File: src/rtl/stk_pipe_pkg.sv
// Shared types and constants for the stack head-pointer command front-end.
package stk_pipe_pkg;

    localparam int N    = 1024;
    localparam int W    = 10;
    localparam int ID_W = $clog2(N);

    localparam logic [W-1:0] NULL_PTR = {W{1'b1}};

    typedef enum logic [1:0] {
        OP_READ  = 2'b00,
        OP_WRITE = 2'b01,
        OP_SWAP  = 2'b10,
        OP_RSVD  = 2'b11
    } op_e;

    typedef enum logic {
        ST_INIT = 1'b0,
        ST_RUN  = 1'b1
    } state_e;

    // Commands that read the SRAM and therefore return a response.
    function automatic logic op_reads(input op_e op);
        return (op == OP_READ) || (op == OP_SWAP);
    endfunction

endpackage

File: src/rtl/stk_pipe_head_init_seq.sv
// Post-reset sweep sequencer: walks addresses 0..N-1, one per cycle, then stops.
module stk_pipe_head_init_seq
    import stk_pipe_pkg::*;
(
    input  logic            clk,
    input  logic            arst_n,
    output logic [ID_W-1:0] o_addr,
    output logic            o_last,
    output logic            o_busy
);

    logic [ID_W-1:0] r_cnt;
    logic            r_done;

    assign o_addr = r_cnt;
    assign o_last = !r_done && (r_cnt == ID_W'(N - 1));
    assign o_busy = !r_done;

    // Advance the sweep address each cycle and latch done after the last entry.
    always_ff @(posedge clk or negedge arst_n) begin
        if (!arst_n) begin
            r_cnt  <= '0;
            r_done <= 1'b0;
        end else if (!r_done) begin
            r_cnt <= r_cnt + ID_W'(1);
            if (r_cnt == ID_W'(N - 1)) begin
                r_done <= 1'b1;
            end
        end
    end

endmodule

File: src/rtl/stk_pipe_head_ctl.sv
// Command front-end for the per-stack head-pointer SRAM.
// READ/WRITE/SWAP commands share the single SRAM port; a SWAP takes the read
// on its accept cycle and the write on the following cycle.
// Optional feature: define STK_PIPE_HEAD_CTL_INIT_EN to sweep every entry to
// NULL_PTR after reset before commands are accepted.
//
// Handshakes: a command transfers on a rising edge where i_cmd_valid and
// o_cmd_ready are both high; a response transfers on a rising edge where
// o_rsp_valid and i_rsp_ready are both high. o_rsp_valid and its payload hold
// steady until the response transfers.
module stk_pipe_head_ctl
    import stk_pipe_pkg::*;
(
    input  logic            clk,
    input  logic            arst_n,
    input  logic            i_cmd_valid,
    input  logic [1:0]      i_cmd_op,
    input  logic [ID_W-1:0] i_cmd_id,
    input  logic [W-1:0]    i_cmd_ptr,
    output logic            o_cmd_ready,
    output logic            o_rsp_valid,
    input  logic            i_rsp_ready,
    output logic [ID_W-1:0] o_rsp_id,
    output logic [W-1:0]    o_rsp_head,
    output logic            o_rsp_empty,
    output logic            o_init_busy,
    output logic [ID_W-1:0] o_sram_addr,
    output logic [W-1:0]    o_sram_din,
    output logic            o_sram_ce,
    output logic            o_sram_oe,
    input  logic [W-1:0]    i_sram_dout
);

    state_e          r_state;
    logic            r_valid;       // stage R holds a response
    logic            r_first;       // stage R is in its first cycle (dout live)
    logic            r_swap_first;  // first cycle of a SWAP: write-back slot
    logic [ID_W-1:0] r_id;
    logic [W-1:0]    r_ptr;
    logic [W-1:0]    r_hold;        // dout captured when the first cycle stalls

    op_e             w_op;
    logic            w_run;
    logic            w_cmd_ready;
    logic            w_accept;
    logic            w_load_r;
    logic            w_rsp_fire;
    logic [W-1:0]    w_head;

    logic [ID_W-1:0] w_init_addr;
    logic            w_init_last;
    logic            w_init_busy;

`ifdef STK_PIPE_HEAD_CTL_INIT_EN
    localparam state_e RESET_STATE = ST_INIT;

    stk_pipe_head_init_seq u_init_seq (
        .clk    (clk),
        .arst_n (arst_n),
        .o_addr (w_init_addr),
        .o_last (w_init_last),
        .o_busy (w_init_busy)
    );
`else
    localparam state_e RESET_STATE = ST_RUN;

    assign w_init_addr = '0;
    assign w_init_last = 1'b0;
    assign w_init_busy = 1'b0;
`endif

    // Reset is folded in so that nothing is accepted or driven while it is held.
    assign w_op        = op_e'(i_cmd_op);
    assign w_run       = arst_n && (r_state == ST_RUN);
    assign w_cmd_ready = w_run && (!r_valid || (!r_swap_first && i_rsp_ready));
    assign w_accept    = i_cmd_valid && w_cmd_ready;
    assign w_load_r    = w_accept && op_reads(w_op);
    assign w_rsp_fire  = r_valid && i_rsp_ready;

    assign w_head      = !r_valid ? '0 : (r_first ? i_sram_dout : r_hold);

    assign o_cmd_ready = w_cmd_ready;
    assign o_rsp_valid = r_valid;
    assign o_rsp_id    = r_id;
    assign o_rsp_head  = w_head;
    assign o_rsp_empty = r_valid && (w_head == NULL_PTR);
    assign o_init_busy = w_init_busy;

    // SRAM port arbitration: sweep, then SWAP write-back, then the new command.
    always_comb begin
        o_sram_ce   = 1'b0;
        o_sram_oe   = 1'b0;
        o_sram_addr = '0;
        o_sram_din  = '0;
        if (r_state == ST_INIT) begin
            if (arst_n) begin
                o_sram_ce   = 1'b1;
                o_sram_addr = w_init_addr;
                o_sram_din  = NULL_PTR;
            end
        end else if (r_swap_first) begin
            o_sram_ce   = 1'b1;
            o_sram_addr = r_id;
            o_sram_din  = r_ptr;
        end else if (w_accept) begin
            case (w_op)
                OP_READ, OP_SWAP: begin
                    o_sram_ce   = 1'b1;
                    o_sram_oe   = 1'b1;
                    o_sram_addr = i_cmd_id;
                end
                OP_WRITE: begin
                    o_sram_ce   = 1'b1;
                    o_sram_addr = i_cmd_id;
                    o_sram_din  = i_cmd_ptr;
                end
                default: begin
                end
            endcase
        end
    end

    // Mode FSM plus response stage R (load on accept, retire on handshake).
    always_ff @(posedge clk or negedge arst_n) begin
        if (!arst_n) begin
            r_state      <= RESET_STATE;
            r_valid      <= 1'b0;
            r_first      <= 1'b0;
            r_swap_first <= 1'b0;
            r_id         <= '0;
            r_ptr        <= '0;
            r_hold       <= '0;
        end else begin
            if ((r_state == ST_INIT) && w_init_last) begin
                r_state <= ST_RUN;
            end
            if (r_first && !i_rsp_ready) begin
                r_hold <= i_sram_dout;
            end
            if (w_load_r) begin
                r_valid      <= 1'b1;
                r_first      <= 1'b1;
                r_swap_first <= (w_op == OP_SWAP);
                r_id         <= i_cmd_id;
                r_ptr        <= i_cmd_ptr;
            end else begin
                r_first      <= 1'b0;
                r_swap_first <= 1'b0;
                if (w_rsp_fire) begin
                    r_valid <= 1'b0;
                end
            end
        end
    end

endmodule

File: config.mk
export PLATFORM = sky130hd
export DESIGN_NAME = stk_pipe_head_ctl
export DESIGN_NICKNAME = d
export VERILOG_FILES = /design/src/rtl/stk_pipe_pkg.sv /design/src/rtl/stk_pipe_head_init_seq.sv /design/src/rtl/stk_pipe_head_ctl.sv
export SDC_FILE = /design/constraint.sdc
export NUM_CORES = 1
export LEC_CHECK = 0
export ABC_AREA = 0
export CORE_ASPECT_RATIO = 1.4
export CORE_UTILIZATION = 35
export DETAILED_ROUTE_END_ITERATION = 6
export GPL_ROUTABILITY_DRIVEN = 0
export PLACE_DENSITY = 0.69
export SYNTH_ARGS = -nofsm -noshare
export SYNTH_HDL_FRONTEND = slang
export SYNTH_SLANG_ARGS = --single-unit
File: constraint.sdc
create_clock -name clk -period 3.78 [get_ports clk]
set_input_delay 0.567 -clock clk [delete_from_list [all_inputs] [get_ports clk]]
set_output_delay 0.567 -clock clk [all_outputs]
set_load 0.02 [all_outputs]
==> results.yml <==
power_and_ir_drop:
  leakage_nw: 1.14
  power_per_cell_area_nw_per_um2: 387
  peakVddDrop_mv: 0.252
clocking:
  postCtsSetupRepairBufs: 0
  cts_sinks: 33
  numCtsBuffers: 5
  clockBufferDepth: 2
  cts-root-buf: "clkbuf_8"
  cts_hold_buf: 0
  clkTransAtPathRegs_ps: 60
  htreeDepth: 2
  cts_tree: "built"
  ctsResizeCount: 0
  clk_latency_ps: 270
finish:
  layout_commonest_cell: "clkdlybuf4s50_1"
  drive_above_1_share: 0.180
  diodes: 0
  utilization: 0.544
  n_fill_cell: 488
  area_growth_pct: 49.8
  layout_common_cells: "clkdlybuf4s50_1, dfrtp_1, mux2_2"
  fin_nets: 280
  area.sequential_um2: 826
  multiInputGateArea_um2: 975
timing:
  timing.fmax_ghz: 0.300
  maxSlewViolCount: 0
  finalSetupViolCount: 0
  maxSlewHeadroom: 0.450
  worstMarginPinSlew_ps: 824
  hold_viol_final: 0
  period_needed_ps: 3340
  rsz0062_at_grt: "no"
  tns_ps: 0
  fin_worst_skew_ps: 3.79
  period_share: 0.882
global_route:
  antenna_found_initial: 0
  first_global_vias: 1543
  grt_max_degree: 44
  grt.total_usage: 0.162
  grt_first_pass_wirelength_mm: 7.04
  grt_overflow_total: 0
die:
  initial_core_util: 0.363
  die_area_um2: 5650
  io_pins: 82
  fp.dieH_um: 88.6
  rows: 31
  die_w_um: 63.8
  core_um2: 5160
setup_path:
  start_kind: "input port"
  critPathMaxFanout: 10
  critPathSlowestCell: "a2111oi_4"
  crit_type: "in2out"
  crit_chain: "clkdlybuf4s50_1, nand2b_4, a2111oi_4, a22o_1, clkdlybuf4s50_1"
  path_common_cell: "clkdlybuf4s50_1"
  arrival_ps: 2770
  endpoint_kind: "output port"
  crit_required_ps: 3210
  worst_path_largest_cell_delay_ps: 700
routing:
  wl_met3_um: 383
  postRouteWirelength_mm: 4.34
  drt_iter0_drc: 18
  vias_per_cell: 5.02
  via_count: 1557
  drc: 0
  drt-met1-wl_mm: 1.85
  dr.pass1.iters: 3
  highest_layer: "met4"
  antenna_left: 0
  met2WireLength_mm: 2.08
  wire_per_inst_um: 14.0
synthesis:
  syn-cell-area_um2: 1870
  syn_inst: 165
  ys_seq_elements: 33
  yosysWarnings: 0
  avgSynthCellArea_um2: 11.4
  syn_nets: 201
  yosysUniqueCellTypes: 30
  seq_area_frac_synth: 0.441
run:
  max-cap-violations: 0
status:
  status: "completed"
hold_path:
  hold_path_class: "in2async"
placed_design:
  hpwl_mm: 3.14
  place.port_buffers: 80
stage by stage:
stage,total power [mW],std cells,hold slack [ps],setup slack [ps],cell area [um2]
after floorplan,0.665,165,271,1740,1870
after global placement,0.829,303,490,512,2720
after detailed placement,0.834,303,498,440,2720
after CTS,1.10,310,351,424,2810
after global routing,1.15,310,376,344,2810
final,1.09,310,341,445,2810
cell type report:
cell class                      instances  share of cell area
Clock buffer                            7              0.0308
Inverter                                3             0.00401
Multi-Input combinational cell        117               0.347
Sequential cell                        33               0.294
Tap cell                               66              0.0294
Timing Repair Buffer                   84               0.294
cells in the mapped netlist, drive strengths merged:
| cell | count | area share |
|---|---|---|
| dfrtp | 33 | 0.44 |
| mux2 | 30 | 0.18 |
| nor2b | 21 | 0.070 |
| a22o | 20 | 0.094 |
| nor2 | 12 | 0.024 |
| mux2i | 9 | 0.048 |
| buf | 8 | 0.025 |
| clkbuf | 4 | 0.0080 |
| nand3 | 4 | 0.011 |
| inv | 3 | 0.0060 |
| nand2 | 3 | 0.0060 |
| a2111oi | 2 | 0.019 |
| and2b | 2 | 0.0080 |
| nand2b | 2 | 0.011 |
| o21ai | 2 | 0.0053 |
| a211oi | 1 | 0.0040 |
| a21boi | 1 | 0.0040 |
| a21oi | 1 | 0.0027 |
| and2 | 1 | 0.0033 |
| and3 | 1 | 0.0033 |
| conb | 1 | 0.0020 |
| nand3b | 1 | 0.0040 |
| o2111a | 1 | 0.0060 |
| o211ai | 1 | 0.011 |
| or2 | 1 | 0.0033 |
registers in the layout (all words and copies together) (netlist names):
signal / flops
r_hold: 10
r_swap_first: 1
o_rsp_valid: 1
o_rsp_id: 10
r_first: 1
r_ptr: 10
layer usage:
layer / track usage / up-vias
li1: - / 743
met1: 0.183 / 745
met2: 0.287 / 66
met3: 0.0606 / 3
met4: 0.0434 / 0
met5: 0 / -
where the power goes:
part	leakage, nW	internal (mW)	switching (mW)	total [mW]
logic	0.698	0.195	0.150	0.345
registers	0.398	0.428	0.0508	0.479
clock network	0.0443	0.144	0.118	0.263
total	1.14	0.767	0.320	1.09
kinds of logic after synthesis:
kind of cell,share of synthesized area
simple gates,0.144
mux,0.228
flops,0.441
compound gates,0.146
buf+inv,0.0387
other cells,0.00200
path summary, 6_finish.rpt:
path | from | slack (ps) | depth (start not counted) | to
hold reg to reg | r_hold[5]$_DFFE_PN0P_ | 510 | 1 | r_hold[5]$_DFFE_PN0P_
hold / removal | arst_n | 340 | 2 | r_hold[0]$_DFFE_PN0P_
setup reg to reg | r_first$_DFF_PN0_ | 1740 | 2 | r_hold[1]$_DFFE_PN0P_
max in group asynchronous | arst_n | 3110 | 2 | r_hold[7]$_DFFE_PN0P_
min in group clk | r_hold[5]$_DFFE_PN0P_ | 510 | 1 | r_hold[5]$_DFFE_PN0P_
setup / recovery | i_rsp_ready | 440 | 5 | o_sram_din[9]
worst max-delay path: cells and delay by family:
kind / cells / cell delay, ps
buf+inv: 2 / 1170
compound gates: 2 / 940
simple gates: 1 / 90
Power figures use the tool's default switching activity.
==> patch, RTL diff (same flow settings) <==
`W`: 10 -> 5.
--- a/src/rtl/stk_pipe_pkg.sv
+++ b/src/rtl/stk_pipe_pkg.sv
@@ -3,5 +3,5 @@
 
     localparam int N    = 1024;
-    localparam int W    = 10;
+    localparam int W    = 5;
     localparam int ID_W = $clog2(N);
 
Ports: changed (resized i_cmd_ptr, i_sram_dout, o_rsp_head and o_sram_din); port bits go from 82 to 62. No check against the original RTL was run, so the function may have changed too.
==> patch against the unedited design <==
- sequential cell count decreased by 10
- synthesized area decreased by 31%
- global-route usage about the same
- total power fell by 32%
- combinational power shrank 26%
- count of clock-buffer cells in the layout down 4
- maximum frequency is 2.4% higher
- wire length fell by 30%
- cell count shrank 33%
- cell area fell by 30%
- setup slack improved by 79 ps
- clock skew about the same
==> patch: results (changes against the unedited design) <==
Run status: finished clean
Met1 Usage GRT: 19.97% (+1.7 points)
Clk pin slew, worst setup/hold paths: 80 ps (+20 ps)
Sw Share: 30.43% (+1.0 points)
Placement Cell Area: 1923 um2 (-29%)
Crit path max-delay cell type: a2111oi_2
Distinct cells, synth: 24 (-20%)
Pwr Density: 372.8 nW/um2 (-3.7%)
CP max stage delay: 630 ps (-70 ps)
Nets: 196 (-30%)
Final Cell Area: 1969 um2 (-30%)
Commonest cells in the synthesized netlist: dfrtp_1, nor2b_1, a22o_1
DP Wirelength: 2275 um (-28%)
Seq area share: 29.22% (-0.20 points)
#MultiIn Comb: 76 (-35%)
Clk_skew: 3.411 ps (-0.3796 ps)
Mux share of post-synthesis cell area: 21.40% (-1.4 points)
Largest net degree at the start of global routing: 34 (-23%)
Post-synthesis register bit count: 23 (-30%)
Layout cells sized above 1: 15.38% (-2.6 points)
Met3 routed WL: 261 um (-32%)
Non-clock buffer instance count of the final layout: 64 (-24%)
Slew @ Worst Pin: 614.0 ps (-210.0 ps)
IO buf count: 60 (-25%)
Worst min-delay path category: reg -> reg
Syn_nets: 135 (-33%)
Power Clock: 150 uW (-43%)
First-pass GRT wire length: 4781 um (-32%)
Compound-Gate Fraction of Synth Area: 15.18% (+0.55 points)
Critical path data arrival time: 2690 ps (-80 ps)
Clock buf/inv share: 2.351% (-0.73 points)
Met2 WL: 1508 um (-27%)
Inst Count DP: 205 (-32%)
M1 wire length: 1280 um (-31%)
Uppermost layer routed: met3
Layout fillers: 320 (-34%)
Via Count: 1060 (-32%)
Buffering overhead: 32.02% (+2.6 points)
1st-iter DRT viols: 11 (-7)
Leakage: 0.8009 nW (-30%)
Multi-input combinational area share: 33.48% (-1.2 points)
GRT met2 Usage: 27.36% (-1.4 points)
[patch: cell count changes in the layout (fill, tap and decap cells not counted), moves of 3 or more]
cell | before | now
clkbuf_8 | 6 | 3
clkdlybuf4s50_1 | 79 | 60
nand3_1 | 4 | 1
mux2_2 | 29 | 14
mux2_1 | 1 | 6
mux2i_1 | 9 | 5
nor2_1 | 12 | 0
a22o_1 | 20 | 15
dfrtp_1 | 33 | 23
[patch: worst paths after layout]
check                      cells after the start  slack, ps         start            end
setup / recovery                               5        520   i_rsp_ready  o_sram_din[2]
hold / removal                                 1        490      r_ptr[1]       r_ptr[1]
setup reg to reg                               5       1960  r_swap_first    o_rsp_id[5]
hold reg to reg                                1        490      r_ptr[1]       r_ptr[1]
max in group asynchronous                      2       2840        arst_n        r_first
min in group asynchronous                      2        700        arst_n      r_hold[2]
[patch: worst reg2reg max path: cells and delay by family (launching register included)]
family,cells,cell delay (ps)
and+or+nand+nor,1,210
AOI/OAI and AO/OA,1,240
DFF,1,360
muxes,1,370
buffers and inverters,2,520
